==> src/rtl/multicore_pkg.sv <==
// Shared definitions for the multicore CPU memory subsystem: core count and arbiter FSM states.
package multicore_pkg;

  localparam int NUM_CORES = 2;

  typedef enum logic [1:0] {
    IDLE  = 2'd0,
    ISSUE = 2'd1,
    WAIT  = 2'd2
  } arb_state_t;

endpackage

==> src/rtl/shared_mem_arbiter_rr_pick2.sv <==
// Combinational 2-way round-robin picker; zero latency.
// Requesters are never stalled here; a loser simply waits for the next grant opportunity.
module rr_pick2
  import multicore_pkg::*;
(
  input  logic [NUM_CORES-1:0] req_eff,
  input  logic                 last_gnt,
  output logic                 gnt_vld,
  output logic                 gnt_idx
);

  always_comb begin
    gnt_vld = |req_eff;
    gnt_idx = 1'b0;
    if (&req_eff) begin
      gnt_idx = ~last_gnt;
    end else begin
      gnt_idx = req_eff[1];
    end
  end

endmodule

==> src/rtl/shared_mem_arbiter.sv <==
// Two-core round-robin arbiter for one synchronous-read RAM; req-to-ack latency 3 cycles.
// Losing core holds req until its ack; one access in flight, pending core granted in the ack cycle.
module shared_mem_arbiter
  import multicore_pkg::*;
#(
  parameter int DATA_SIZE = 32,
  parameter int MEM_SIZE  = 8
) (
  input  logic                 sys_clk,
  input  logic                 resetn,
  input  logic [1:0]           req,
  input  logic [1:0]           we,
  input  logic [MEM_SIZE-1:0]  addr0,
  input  logic [MEM_SIZE-1:0]  addr1,
  input  logic [DATA_SIZE-1:0] wdata0,
  input  logic [DATA_SIZE-1:0] wdata1,
  output logic [1:0]           ack,
  output logic [DATA_SIZE-1:0] rdata0,
  output logic [DATA_SIZE-1:0] rdata1,
  output logic                 mem_en,
  output logic                 mem_we,
  output logic [MEM_SIZE-1:0]  mem_addr,
  output logic [DATA_SIZE-1:0] mem_wdata,
  input  logic [DATA_SIZE-1:0] mem_rdata
);

  arb_state_t state_q, state_d;
  logic       owner_q;
  logic       last_gnt_q;
  logic       op_we_q;
  logic [1:0] req_eff;
  logic       gnt_vld;
  logic       gnt_idx;

  // A core being acked this cycle still shows req high; it must not be re-granted yet.
  assign req_eff = req & ~ack;

  rr_pick2 u_pick (
    .req_eff  (req_eff),
    .last_gnt (last_gnt_q),
    .gnt_vld  (gnt_vld),
    .gnt_idx  (gnt_idx)
  );

  always_ff @(posedge sys_clk or negedge resetn) begin
    if (!resetn) begin
      state_q <= IDLE;
    end else begin
      state_q <= state_d;
    end
  end

  always_comb begin
    state_d = state_q;
    case (state_q)
      IDLE:    if (gnt_vld) state_d = ISSUE;
      ISSUE:   state_d = WAIT;
      WAIT:    state_d = IDLE;
      default: state_d = IDLE;
    endcase
  end

  always_ff @(posedge sys_clk or negedge resetn) begin
    if (!resetn) begin
      owner_q    <= 1'b0;
      last_gnt_q <= 1'b1;
      op_we_q    <= 1'b0;
      ack        <= '0;
      rdata0     <= '0;
      rdata1     <= '0;
      mem_en     <= 1'b0;
      mem_we     <= 1'b0;
      mem_addr   <= '0;
      mem_wdata  <= '0;
    end else begin
      ack <= '0;
      case (state_q)
        IDLE: begin
          if (gnt_vld) begin
            owner_q    <= gnt_idx;
            last_gnt_q <= gnt_idx;
            op_we_q    <= we[gnt_idx];
            mem_en     <= 1'b1;
            mem_we     <= we[gnt_idx];
            mem_addr   <= gnt_idx ? addr1 : addr0;
            mem_wdata  <= gnt_idx ? wdata1 : wdata0;
          end
        end
        ISSUE: begin
          mem_en <= 1'b0;
          mem_we <= 1'b0;
        end
        WAIT: begin
          ack[owner_q] <= 1'b1;
          // op_we_q is used rather than we[] so a requester dropping early cannot corrupt rdata.
          if (!op_we_q) begin
            if (owner_q) rdata1 <= mem_rdata;
            else         rdata0 <= mem_rdata;
          end
        end
        default: ;
      endcase
    end
  end

endmodule

==> config.mk <==
export PLATFORM = sky130hd
export DESIGN_NAME = shared_mem_arbiter
export DESIGN_NICKNAME = d
export VERILOG_FILES = /design/src/rtl/multicore_pkg.sv /design/src/rtl/shared_mem_arbiter_rr_pick2.sv /design/src/rtl/shared_mem_arbiter.sv
export SDC_FILE = /design/constraint.sdc
export NUM_CORES = 1
export LEC_CHECK = 0
export CORE_MARGIN = 2
export CORE_UTILIZATION = 35
export CTS_BUF_LIST = sky130_fd_sc_hd__clkbuf_4 sky130_fd_sc_hd__clkbuf_8
export CTS_CLUSTER_DIAMETER = 120
export CTS_CLUSTER_SIZE = 14
export DETAILED_ROUTE_END_ITERATION = 12
export GPL_ROUTABILITY_DRIVEN = 0
export PLACE_DENSITY = 0.73
export SLEW_MARGIN = 20
export SYNTH_ARGS = -nofsm -noshare
export SYNTH_HDL_FRONTEND = slang
export SYNTH_HIERARCHICAL = 1
export SYNTH_SLANG_ARGS = --single-unit
==> constraint.sdc <==
create_clock -name sys_clk -period 1.52 [get_ports sys_clk]
set_clock_uncertainty 0.05 [all_clocks]
set_input_delay 0.152 -clock sys_clk [delete_from_list [all_inputs] [get_ports sys_clk]]
set_output_delay 0.152 -clock sys_clk [all_outputs]
set_load 0.005 [all_outputs]
# [Word-level counts from Yosys, hierarchy flattened]
# Index checks and enable logic that the tools add are counted.
[classes] magnitude_cmp=3 n_eq_ne=3 muxes=14 n_bitwise=5 n_reduce_logical=9
[ops] op="$mux 32" n=1
[ops] op="$mux 8" n=1
[ops] op="$mux 1" n=6
[ops] op="$reduce_and 2->1" n=3
[ops] op="$reduce_and 3->1" n=2
[ops] op="$lt 1x2->1 const B" n=2
[ops] op="$mux 2" n=2
[ops] op="$pmux 1 s2" n=2
[ops] op="$pmux 2 s2" n=1
[ops] op="$not 1->1" n=3
[ops] op="$and 2x2->2" n=1
[ops] op="$eq 2x1->1 const B" n=1
[ops] op="$eq 2x2->1 const B" n=1
[ops] op="$logic_not 2->1" n=1
[ops] op="$ne 2x2->1 const B" n=1
[ops] op="$not 2->2" n=1
[ops] op="$reduce_bool 2->1" n=1
[ops] op="$reduce_or 2->1" n=1
[ops] op="$demux 1 s1" n=1
[ops] op="$ge 1x1->1 const B" n=1
[ops] op="$logic_and 1x1->1" n=1
[word_totals] regBits=113 input_bits=118 out_inout_bits=108 word_cells=45

# [Depth between registers and ports, before layout]
# Gate-level depths: netlist (run 1).
[logic_depth] ltp_word=8 ltp_mapped=8 mapped_depth_nobuf=6

# [Hierarchy]
# Netlist (run 1), hierarchy kept.
[by_module_without_submodules] module="shared_mem_arbiter" n_inst=1 cells_per_inst=341 area_per_inst_um2=4709.5 seq_area_each_um2=2829.0
[by_module_without_submodules] module="rr_pick2" n_inst=1 cells_per_inst=2 area_per_inst_um2=13.8 seq_area_each_um2=0.0

# [Least setup slack after synthesis (run 1)]
# No wires, ideal clock.
[synth_timing] kind="register to register" startpoint="reg ack[0]" endpoint="reg mem_wdata[11]" t_arrival_ns=1.425 required_ns=1.338 setup_slack_ns=-0.088 path_stages_with_launch=9 path_buffers=3 period_less_slack_ns=1.608 path_cell_list="dfrtp_1 nor2b_1 or2_1 or3b_1 clkbuf_1 buf_6 buf_6 nand2_1 o21ai_1"
[synth_between] elab_cells_between_ends=7 classes_between="2 x mux; 2 x bitwise; 3 x reduce/logical"
[synth_lines] item="start, declared" line_no="shared_mem_arbiter.sv:17" rtl="output logic [1:0] ack,"
[synth_lines] item="start signal, assigned" line_no="shared_mem_arbiter.sv:68" rtl="ack <= '0;"
[synth_lines] item="start signal, assigned" line_no="shared_mem_arbiter.sv:76" rtl="ack <= '0;"
[synth_lines] item="start signal, assigned by index" line_no="shared_mem_arbiter.sv:94" rtl="ack[owner_q] <= 1'b1;"
[synth_lines] item="$not 2->2" line_no="shared_mem_arbiter.sv:36" rtl="assign req_eff = req & ~ack;"
[synth_lines] item="$and 2x2->2" line_no="shared_mem_arbiter.sv:36"
[synth_lines] item="via req_eff[0]" line_no="shared_mem_arbiter.sv:31" rtl="logic [1:0] req_eff;"
[synth_lines] item="$reduce_or 2->1" line_no="shared_mem_arbiter_rr_pick2.sv:13" rtl="gnt_vld = |req_eff;"
[synth_lines] item="via gnt_vld" line_no="shared_mem_arbiter.sv:32" rtl="logic gnt_vld;"
[synth_lines] item="$reduce_and 2->1 (no line)"
[synth_lines] item="end signal, assigned" line_no="shared_mem_arbiter.sv:86" rtl="mem_wdata <= gnt_idx ? wdata1 : wdata0;"
[synth_lines] item="end, declared" line_no="shared_mem_arbiter.sv:23" rtl="output logic [DATA_SIZE-1:0] mem_wdata,"
# The timed path passes the listed nets, and every way through them passes these cells.
# A chain may end at the register's enable or synchronous reset.

# [Final worst setup path (run 1)]
[layout_timing] startpoint="reg ack[1]" endpoint="reg mem_we"
[layout_between] elab_cells_between_ends=11 classes_between="1 x eq/ne; 5 x mux; 2 x bitwise; 3 x reduce/logical"
[layout_lines] item="$not 2->2" line_no="shared_mem_arbiter.sv:36"
[layout_lines] item="$and 2x2->2" line_no="shared_mem_arbiter.sv:36"
[layout_lines] item="via req_eff[1]" line_no="shared_mem_arbiter.sv:31"
[layout_lines] item="$reduce_or 2->1" line_no="shared_mem_arbiter_rr_pick2.sv:13"
[layout_lines] item="via gnt_vld" line_no="shared_mem_arbiter.sv:32"
[layout_lines] item="$ne 2x2->1 (no line)"
[layout_lines] item="$reduce_and 2->1 (no line)"
[layout_lines] item="end signal, assigned" line_no="shared_mem_arbiter.sv:84" rtl="mem_we <= we[gnt_idx];"
[layout_lines] item="end, declared" line_no="shared_mem_arbiter.sv:21" rtl="output logic mem_we,"
# The timed path passes the listed nets, and every way through them passes these cells. The select of a mux whose other input is x is not followed.

==> results of run 1 <==
## layout make-up
type                            count  area, um2  area share, %
Inverter                            2       12.5          0.149
Clock inverter                      9       55.1          0.655
Sequential cell                   113       2830           33.7
Timing Repair Buffer              289       2990           35.6
Multi-Input combinational cell    206       1970           23.5
Tap cell                          176        220           2.62
Clock buffer                       23        317           3.77
## logic make-up after synthesis
logic type | after synthesis
multiplexers | 105
AO/OA/AOI/OAI | 43
buffers and inverters | 24
flip-flops | 113
AND/OR/NAND/NOR | 58
## cell usage after synthesis, drive strengths merged (2+ instances only)
cell type,count
nor2,2
mux2,64
mux2i,41
nand2,47
clkbuf,4
nor2b,3
dfrtp,112
inv,2
buf,18
o21ai,40
nand2b,2
## critical path, cell delays in order (launching register included)
cell,delay (ps)
dfrtp_1,390
nor2b_2,150
or2_1,120
or3b_4,480
buf_4,180
a31o_2,220
## where the power goes
group | total, W | switching, W | leakage (nW) | internal, W
Clock | 0.00257 | 0.00120 | 0.186 | 0.00137
Sequential | 0.00540 | 0.000880 | 1.37 | 0.00452
Combinational | 0.00776 | 0.00287 | 2.60 | 0.00489
## registers in the layout, indices dropped and copies added, names as in the netlist
register / cells
mem_wdata: 32
rdata0: 32
rdata1: 32
mem_addr: 8
ack: 2
state_q: 2
last_gnt_q: 1
mem_en: 1
mem_we: 1
op_we_q: 1
owner_q: 1
## how the worst min path moves through the flow
stage | start | endpoint | depth (start not counted)
final | resetn | rdata1[30]$_DFFE_PN0P_ | 2
after global routing | resetn | rdata0[9]$_DFFE_PN0P_ | 2
after CTS | resetn | rdata1[30]$_DFFE_PN0P_ | 2
after detailed placement | resetn | rdata0[9]$_DFFE_PN0P_ | 1
after global placement | resetn | rdata1[30]$_DFFE_PN0P_ | 1
after floorplan | resetn | ack[0]$_DFF_PN0_ | 0
## layer usage
layer	share of wire (%)	vias up	track usage [%]
met5	0	-	0
met4	2.1	0	8.09
met3	8.6	28	7.50
met2	49	198	34.4
met1	41	1835	23.6
li1	-	1754	-
## repair_timing
item / in CTS / in global routing
endpoints found under the hold margin: 112 / 0
setup buffers: 24 / 13
gates cloned: 8 / 1
setup endpoints to repair: 195 / 132
pin swaps: 0 / 1
resized for setup: 159 / 48
hold buffers: 1 / 0
## through the flow
| stage | setup WS, ps | utilization [%] | setup TNS [ps] |
|---|---|---|---|
| after floorplan | -69.6 | - | -1940 |
| after global placement | -538 | 55.2 | -23500 |
| after detailed placement | -595 | 55.2 | -26420 |
| after CTS | -193 | 62.4 | -12570 |
| after global routing | -240 | 63.7 | -19100 |
| final | -191 | 63.7 | -12630 |
==> flow_summary.ini, run 1 <==
[timing]
setup_viol = 108
fmax_ghz = 0.584
rsz0062_at_grt = yes
setup_ws_ps = -191
min_period_over_period_pct = 113
relSlewSlack_pct = 79.0
whs_ps = 115
drv_slew = 0
hold_viol_final = 0
period_needed_ps = 1710
tightest_slew_ps = 316

[global_route]
grt_pass1_wl_um = 22300
grt_pass1_vias = 4059
grt_max_degree = 54
antenna_found_initial = 0
grt_overflow_total = 0
grt_use_total_pct = 20.4

[yosys]
synth_xor_area_share_pct = 0
synthesis.nets = 461
syn-cell-area_um2 = 4720
yosys.area_share.simple_pct = 5.43
synth_flop_cell = dfrtp_1
synth_top_family_by_area = multiplexers
synth_top_area_share_pct = 59.3
synth.area.top_cells = dfrtp_1 59%, mux2_4 9.5%, mux2i_1 8.7%
synth-compound-area-share_pct = 4.74
seq_area_frac_synth_pct = 59.9
synth_edf_count = 0
ys_ff_latch = 113
synthArstFlopShare_pct = 100
postSynthAreaPerCell_um2 = 13.8
synth_area_leader_cell = dfrtp_1
yosysWarnings = 6
netlist-cell-type-count = 25
synth-adder-area-share_pct = 0
syn_inst = 343
synthMuxAreaShare_pct = 26.3

[status]
status = complete, but fails checks
violations = negative setup slack

[die]
core_area_um2 = 13200
pin_count = 226
die_w_um = 120
start_util_pct = 35.8
num_rows = 42
die_area_um2 = 14400
die_height_um = 120

[setup_path]
cp.required_ps = 1780
critPathLaunch = ack[1]$_DFF_PN0_
reg2reg_depth = 5
rrSetupSlack_ps = -190
r2r_end = mem_we$_DFFE_PN0P_
path_max_fanout = 6
critPathKind = register to register
r2r_start = ack[1]$_DFF_PN0_
arrival_ps = 1970
cp-end-kind = register
startpoint_type = register
cp-endpoint = mem_we$_DFFE_PN0P_

[route]
routedWlPerCell_um = 17.8
antenna_left = 0
vias_per_cell = 4.66
wl_um = 14500
firstDrtPassIters = 4
vias = 3815
drc = 0
drt-initial-drc-count = 196

[cts]
clock_latency_ps = 420
cts_buffers = 17
cts_max_level = 4
clkTransAtPathRegs_ps = 70
cts_tree = yes
cts-root-buf = clkbuf_8
cts_buffer_depth = 2
cts_sinks = 113

[power]
finalPower_w = 0.0157
ir_drop_mv = 0.664
leakage_nw = 4.16
power_density_nw_per_um2 = 1870

[place]
hpwl_um = 8860
dp.cells = 742
placed_area_um2 = 7290
io_buffers = 225

[finish]
final_cells = 818
synthToLayoutAreaGrowth_pct = 77.9
final.fill_count = 990
final_cell_mix = 116 x clkdlybuf4s50_1, 111 x dfrtp_1, 85 x dlygate4sd2_1, 64 x mux2_4, 40 x nand2_1
diodes = 0
final_layout_size_suffix_gt1_share_pct = 29.1
nNetsFinal = 747
final_common_cell = clkdlybuf4s50_1
final_area_um2 = 8400

[worst_hold_path]
min-delay-path-class = input pin to async pin

[job]
cap_violations = 0
Power figures use the tool's default switching activity.
==> run 2, diff against run 1 <==
PLACE_DENSITY = 0.7   (was 0.73)
clock period = 1.8 ns   (was 1.52 ns; I/O delays follow)
==> run 2 against run 1 <==
- the run now ends clean
- wire length decreased by 20%
- power decreased by 21%
- design area decreased by 8.7%
- utilization decreased by 5.5 points
- first-iteration DRC count decreased by 35%
- critical path type unchanged
- critical endpoint is now mem_wdata[7]$_DFFE_PN0P_
- largest cell class is now registers
- largest power group unchanged
- highest routed layer unchanged
==> flow_summary.ini, run 2 (synthesis gave the netlist of run 1 again) <==
[finish]
multi_input_area_um2 = 1760
diodes = 0
final_cells = 768
nNetsFinal = 699
final_cell_mix = 224 x clkdlybuf4s50_1, 112 x dfrtp_1, 47 x nand2_1, 39 x mux2i_1, 32 x mux2_2
final_common_cell = clkdlybuf4s50_1
regArea_um2 = 2830
synthToLayoutAreaGrowth_pct = 62.4
final.fill_count = 1087
reg.largest.list = mem_wdata (32), rdata0 (32), rdata1 (32)
final_area_um2 = 7670
final_layout_size_suffix_gt1_share_pct = 19.9

[timing]
relSlewSlack_pct = 63.3
drv_slew = 0
rsz0062_at_grt = no
hold_viol_final = 0
min_period_over_period_pct = 93.9
tightest_slew_ps = 550
fmax_ghz = 0.592
period_needed_ps = 1690
setup_viol = 0
setup_tns_ps = 0

[setup_path]
cp-end-kind = register
cp.required_ps = 2040
arrival_ps = 1930
cpPeakStageDelay_ps = 410
cp_slowest_cell = or3b_4
cp_num_buf_inv = 1
critPathKind = register to register
path_cells = nor2b_2 > or2_1 > or3b_4 > buf_12 > nand2_1 > o21ai_0
path_delay_family = simple AND/OR/NAND/NOR gates
startpoint_type = register
rrSetupSlack_ps = 110
path_max_fanout = 70

[die]
pin_count = 226
die_height_um = 120
start_util_pct = 35.8
num_rows = 42
die_w_um = 120
die_area_um2 = 14400
core_area_um2 = 13200

[cts]
cts_sinks = 113
cts_max_level = 4
cts_buffer_depth = 2
cts-root-buf = clkbuf_8
cts_setup_buffers = 0
clock_latency_ps = 430
clkTransAtPathRegs_ps = 60
cts_tree = yes
cts_buffers = 17

[job]
cap_violations = 0

[route]
vias_per_cell = 4.55
drc = 0
wl_um = 11700
vias = 3492
firstDrtPassIters = 4
drt-initial-drc-count = 128
routedWlPerCell_um = 15.2
antenna_left = 0

[place]
placed_area_um2 = 7250
hpwl_um = 8790
io_buffers = 225
dp.cells = 737

[power]
ir_drop_mv = 0.602
power_density_nw_per_um2 = 1630
leakage_nw = 3.34

[global_route]
grt_max_degree = 71
antenna_found_initial = 0
grt_pass1_wl_um = 18700
grt_pass1_vias = 3681
grt_use_total_pct = 16.9
grt_overflow_total = 0

[worst_hold_path]
min-delay-path-class = input pin to async pin

[status]
status = complete, no violations
==> run 2: through the flow <==
stage	setup slack [ps]	utilization [%]	hold WS, ps	power, W
after global placement	-307	55.0	149	0.0101
after CTS	59.2	58.1	222	0.0127
after floorplan	192	-	-166	0.00687
after detailed placement	-344	55.0	163	0.0102
after global routing	2.94	58.1	255	0.0133
final	110	58.1	218	0.0125
==> run 2: path summary, 6_finish.rpt <==
kind                                             end                      start  cells after the start
max                         mem_wdata[7]$_DFFE_PN0P_           ack[0]$_DFF_PN0_                      6
min                            rdata1[9]$_DFFE_PN0P_                     resetn                      2
max reg2reg                 mem_wdata[7]$_DFFE_PN0P_           ack[0]$_DFF_PN0_                      6
min reg2reg                mem_wdata[17]$_DFFE_PN0P_  mem_wdata[17]$_DFFE_PN0P_                      2
max in group asynchronous  mem_wdata[23]$_DFFE_PN0P_                     resetn                      3
min in group sys_clk       mem_wdata[11]$_DFFE_PN0P_                 wdata0[11]                      3
==> run 2: timing repair <==
item                                   in CTS  in global routing
endpoints found under the hold margin      37                  0
resized for setup                           3                  3
hold buffers                                1                  0
setup endpoints to repair                  37                  2
==> run 2: worst reg2reg max path: stages, from the launching register on <==
cell,delay [ps]
dfrtp_1,390
nor2b_2,180
or2_1,120
or3b_4,410
buf_12,200
nand2_1,120
o21ai_0,80
==> run 2: layer usage <==
layer | vias up | GRT usage (%) | share of wire [%]
met5 | - | 0 | 0
met4 | 0 | 7.50 | 1.8
met3 | 18 | 6.23 | 9.0
met2 | 159 | 27.6 | 47
met1 | 1659 | 20.0 | 42
li1 | 1656 | - | -
==> run 2: power breakdown <==
group          switching (W)  total, W  leakage [nW]  internal, W
clock               0.000945   0.00234         0.209      0.00140
sequential          0.000714   0.00453          1.38      0.00382
combinational        0.00188   0.00559          1.76      0.00372
==> run 2: final cells by class <==
class	instances	share of cell area, %
sequential	113	36.9
timing repair buffer	241	32.1
multi-input combinational	206	22.9
clock buffer	24	4.06
tap	176	2.87
clock inverter	6	1.04
inverter	2	0.0979
==> run 3, diff against run 2 <==
SETUP_SLACK_MARGIN = 0.15   (was not set)
==> run 3 against run 2 <==
- via count rose by 2.5%
- setup slack improved by 43 ps
- global-route usage rose by 0.32 points
- worst hold slack improved by 8.8 ps
- critical path depth rose by 1
- highest routed layer unchanged
==> flow_summary.ini, run 3 (synthesis gave the netlist of run 1 again) <==
[setup_path]
rrSetupSlack_ps = 150
cp.required_ps = 2060
arrival_ps = 1910
cp_slowest_cell = dfrtp_1
r2r_end = mem_wdata[9]$_DFFE_PN0P_
path_max_fanout = 8
r2r_start = ack[1]$_DFF_PN0_
cpPeakStageDelay_ps = 390
startpoint_type = register
cp-end-kind = register
reg2reg_depth = 7
critPathKind = register to register
path_cells = nor2b_2 > buf_4 > a21boi_4 > buf_8 > buf_12 > mux2i_1 > o21ai_1

[place]
pre_cts_slack_ps = -344
dp.cells = 737
io_buffers = 225
hpwl_um = 8790

[status]
status = complete, no violations

[route]
antenna_left = 0
vias_per_cell = 4.62
firstDrtPassIters = 4
vias = 3581
drc = 0
wl_um = 12300
routedWlPerCell_um = 15.9
drt-initial-drc-count = 114

[finish]
final.fill_count = 1074
multi_input_area_um2 = 1780
final_cell_mix = 222 x clkdlybuf4s50_1, 111 x dfrtp_1, 47 x nand2_1, 36 x o21ai_1, 36 x mux2i_1
nNetsFinal = 706
final_common_cell = clkdlybuf4s50_1
synthToLayoutAreaGrowth_pct = 66.4
diodes = 0
final_cells = 775
regArea_um2 = 2830
reg.largest.list = mem_wdata (32), rdata0 (32), rdata1 (32)
final_layout_size_suffix_gt1_share_pct = 21.9

[timing]
min_period_over_period_pct = 91.5
setup_viol = 0
setup_ws_ps = 152
whs_ps = 227
rsz0062_at_grt = yes
tightest_slew_ps = 560
period_needed_ps = 1650
hold_viol_final = 0
fmax_ghz = 0.607
drv_slew = 0
relSlewSlack_pct = 62.7

[cts]
clkTransAtPathRegs_ps = 60
cts_sinks = 113
cts-root-buf = clkbuf_8
cts_buffer_depth = 2
cts_tree = yes
cts_buffers = 17
cts_max_level = 4
clock_latency_ps = 430

[die]
die_w_um = 120
num_rows = 42
die_height_um = 120
die_area_um2 = 14400
pin_count = 226
start_util_pct = 35.8
core_area_um2 = 13200

[power]
power_density_nw_per_um2 = 1630
ir_drop_mv = 0.606
leakage_nw = 3.43

[global_route]
grt_overflow_total = 0
grt_pass1_wl_um = 19100
antenna_found_initial = 0
grt_max_degree = 44
grt_use_total_pct = 17.2
grt_pass1_vias = 3730

[worst_hold_path]
min-delay-path-class = input pin to async pin

[job]
cap_violations = 0
run 3: cell types whose count changed in the layout (fill, tap and decap cells not counted), moves of 2 or more:
cell	change
o21ai_0	-10
o21ai_1	+9
mux2i_1	-3
buf_8	+3
clkdlybuf4s50_1	-2
clkbuf_16	+3
mux2i_2	+2
run 3: worst max-delay path by stage:
stage / slack (ps) / to / start / depth (start not counted)
3_5_place_dp: -340 / mem_wdata[3]$_DFFE_PN0P_ / req[0] / 7
4_1_cts: 100 / mem_wdata[9]$_DFFE_PN0P_ / ack[1]$_DFF_PN0_ / 7
6_report: 150 / mem_wdata[9]$_DFFE_PN0P_ / ack[1]$_DFF_PN0_ / 7
3_3_place_gp: -310 / mem_wdata[7]$_DFFE_PN0P_ / req[0] / 7
2_1_floorplan: 190 / mem_wdata[11]$_DFFE_PN0P_ / ack[0]$_DFF_PN0_ / 8
5_1_grt: 70 / mem_wdata[9]$_DFFE_PN0P_ / ack[1]$_DFF_PN0_ / 7
run 3: where the power goes:
group | leakage, nW | internal [W] | total, W | switching [W]
sequential | 1.37 | 0.00382 | 0.00453 | 0.000710
clock | 0.209 | 0.00140 | 0.00234 | 0.000944
combinational | 1.84 | 0.00392 | 0.00592 | 0.00200
run 3: per-layer routing:
| metal | part of all wire [%] | up-vias | routed length [um] | GRT usage (%) |
|---|---|---|---|---|
| met5 | 0 | - | 0 | 0 |
| met4 | 2.0 | 0 | 247 | 7.50 |
| li1 | - | 1670 | - | - |
| met3 | 8.7 | 18 | 1070 | 6.23 |
| met2 | 48 | 173 | 5950 | 28.1 |
| met1 | 41 | 1720 | 5040 | 20.5 |
run 3: what timing repair did:
item / in CTS / in global routing
cloned: 1 / 3
buffers inserted: 1 / 2
pin swaps: 0 / 4
endpoints found under the hold margin: 37 / 0
hold buffers: 1 / 0
gates resized for setup: 14 / 21
endpoints found under the setup margin: 45 / 51
run 3: critical path, delay by kind of cell (launching register included):
family                 cells  cell delay, ps
buffers and inverters      3             430
flip-flops                 1             390
AO/OA/AOI/OAI              2             280
multiplexers               1             230
AND/OR/NAND/NOR            1             140
run 3: cell type report:
cell class | count | area share [%]
Sequential cell | 113 | 36.0
Timing Repair Buffer | 248 | 33.4
Multi-Input combinational cell | 206 | 22.7
Clock buffer | 24 | 3.96
Tap cell | 176 | 2.80
Clock inverter | 6 | 1.02
Inverter | 2 | 0.0955
run 3: through the flow:
stage	utilization, %	power, W	area [um2]	TNS (ps)
floorplan	-	0.00687	4720	0
global placement	55.0	0.0101	7250	-11780
detailed placement	55.0	0.0102	7250	-13310
CTS	58.5	0.0128	7720	0
global route	59.6	0.0136	7860	0
finish	59.6	0.0128	7860	0
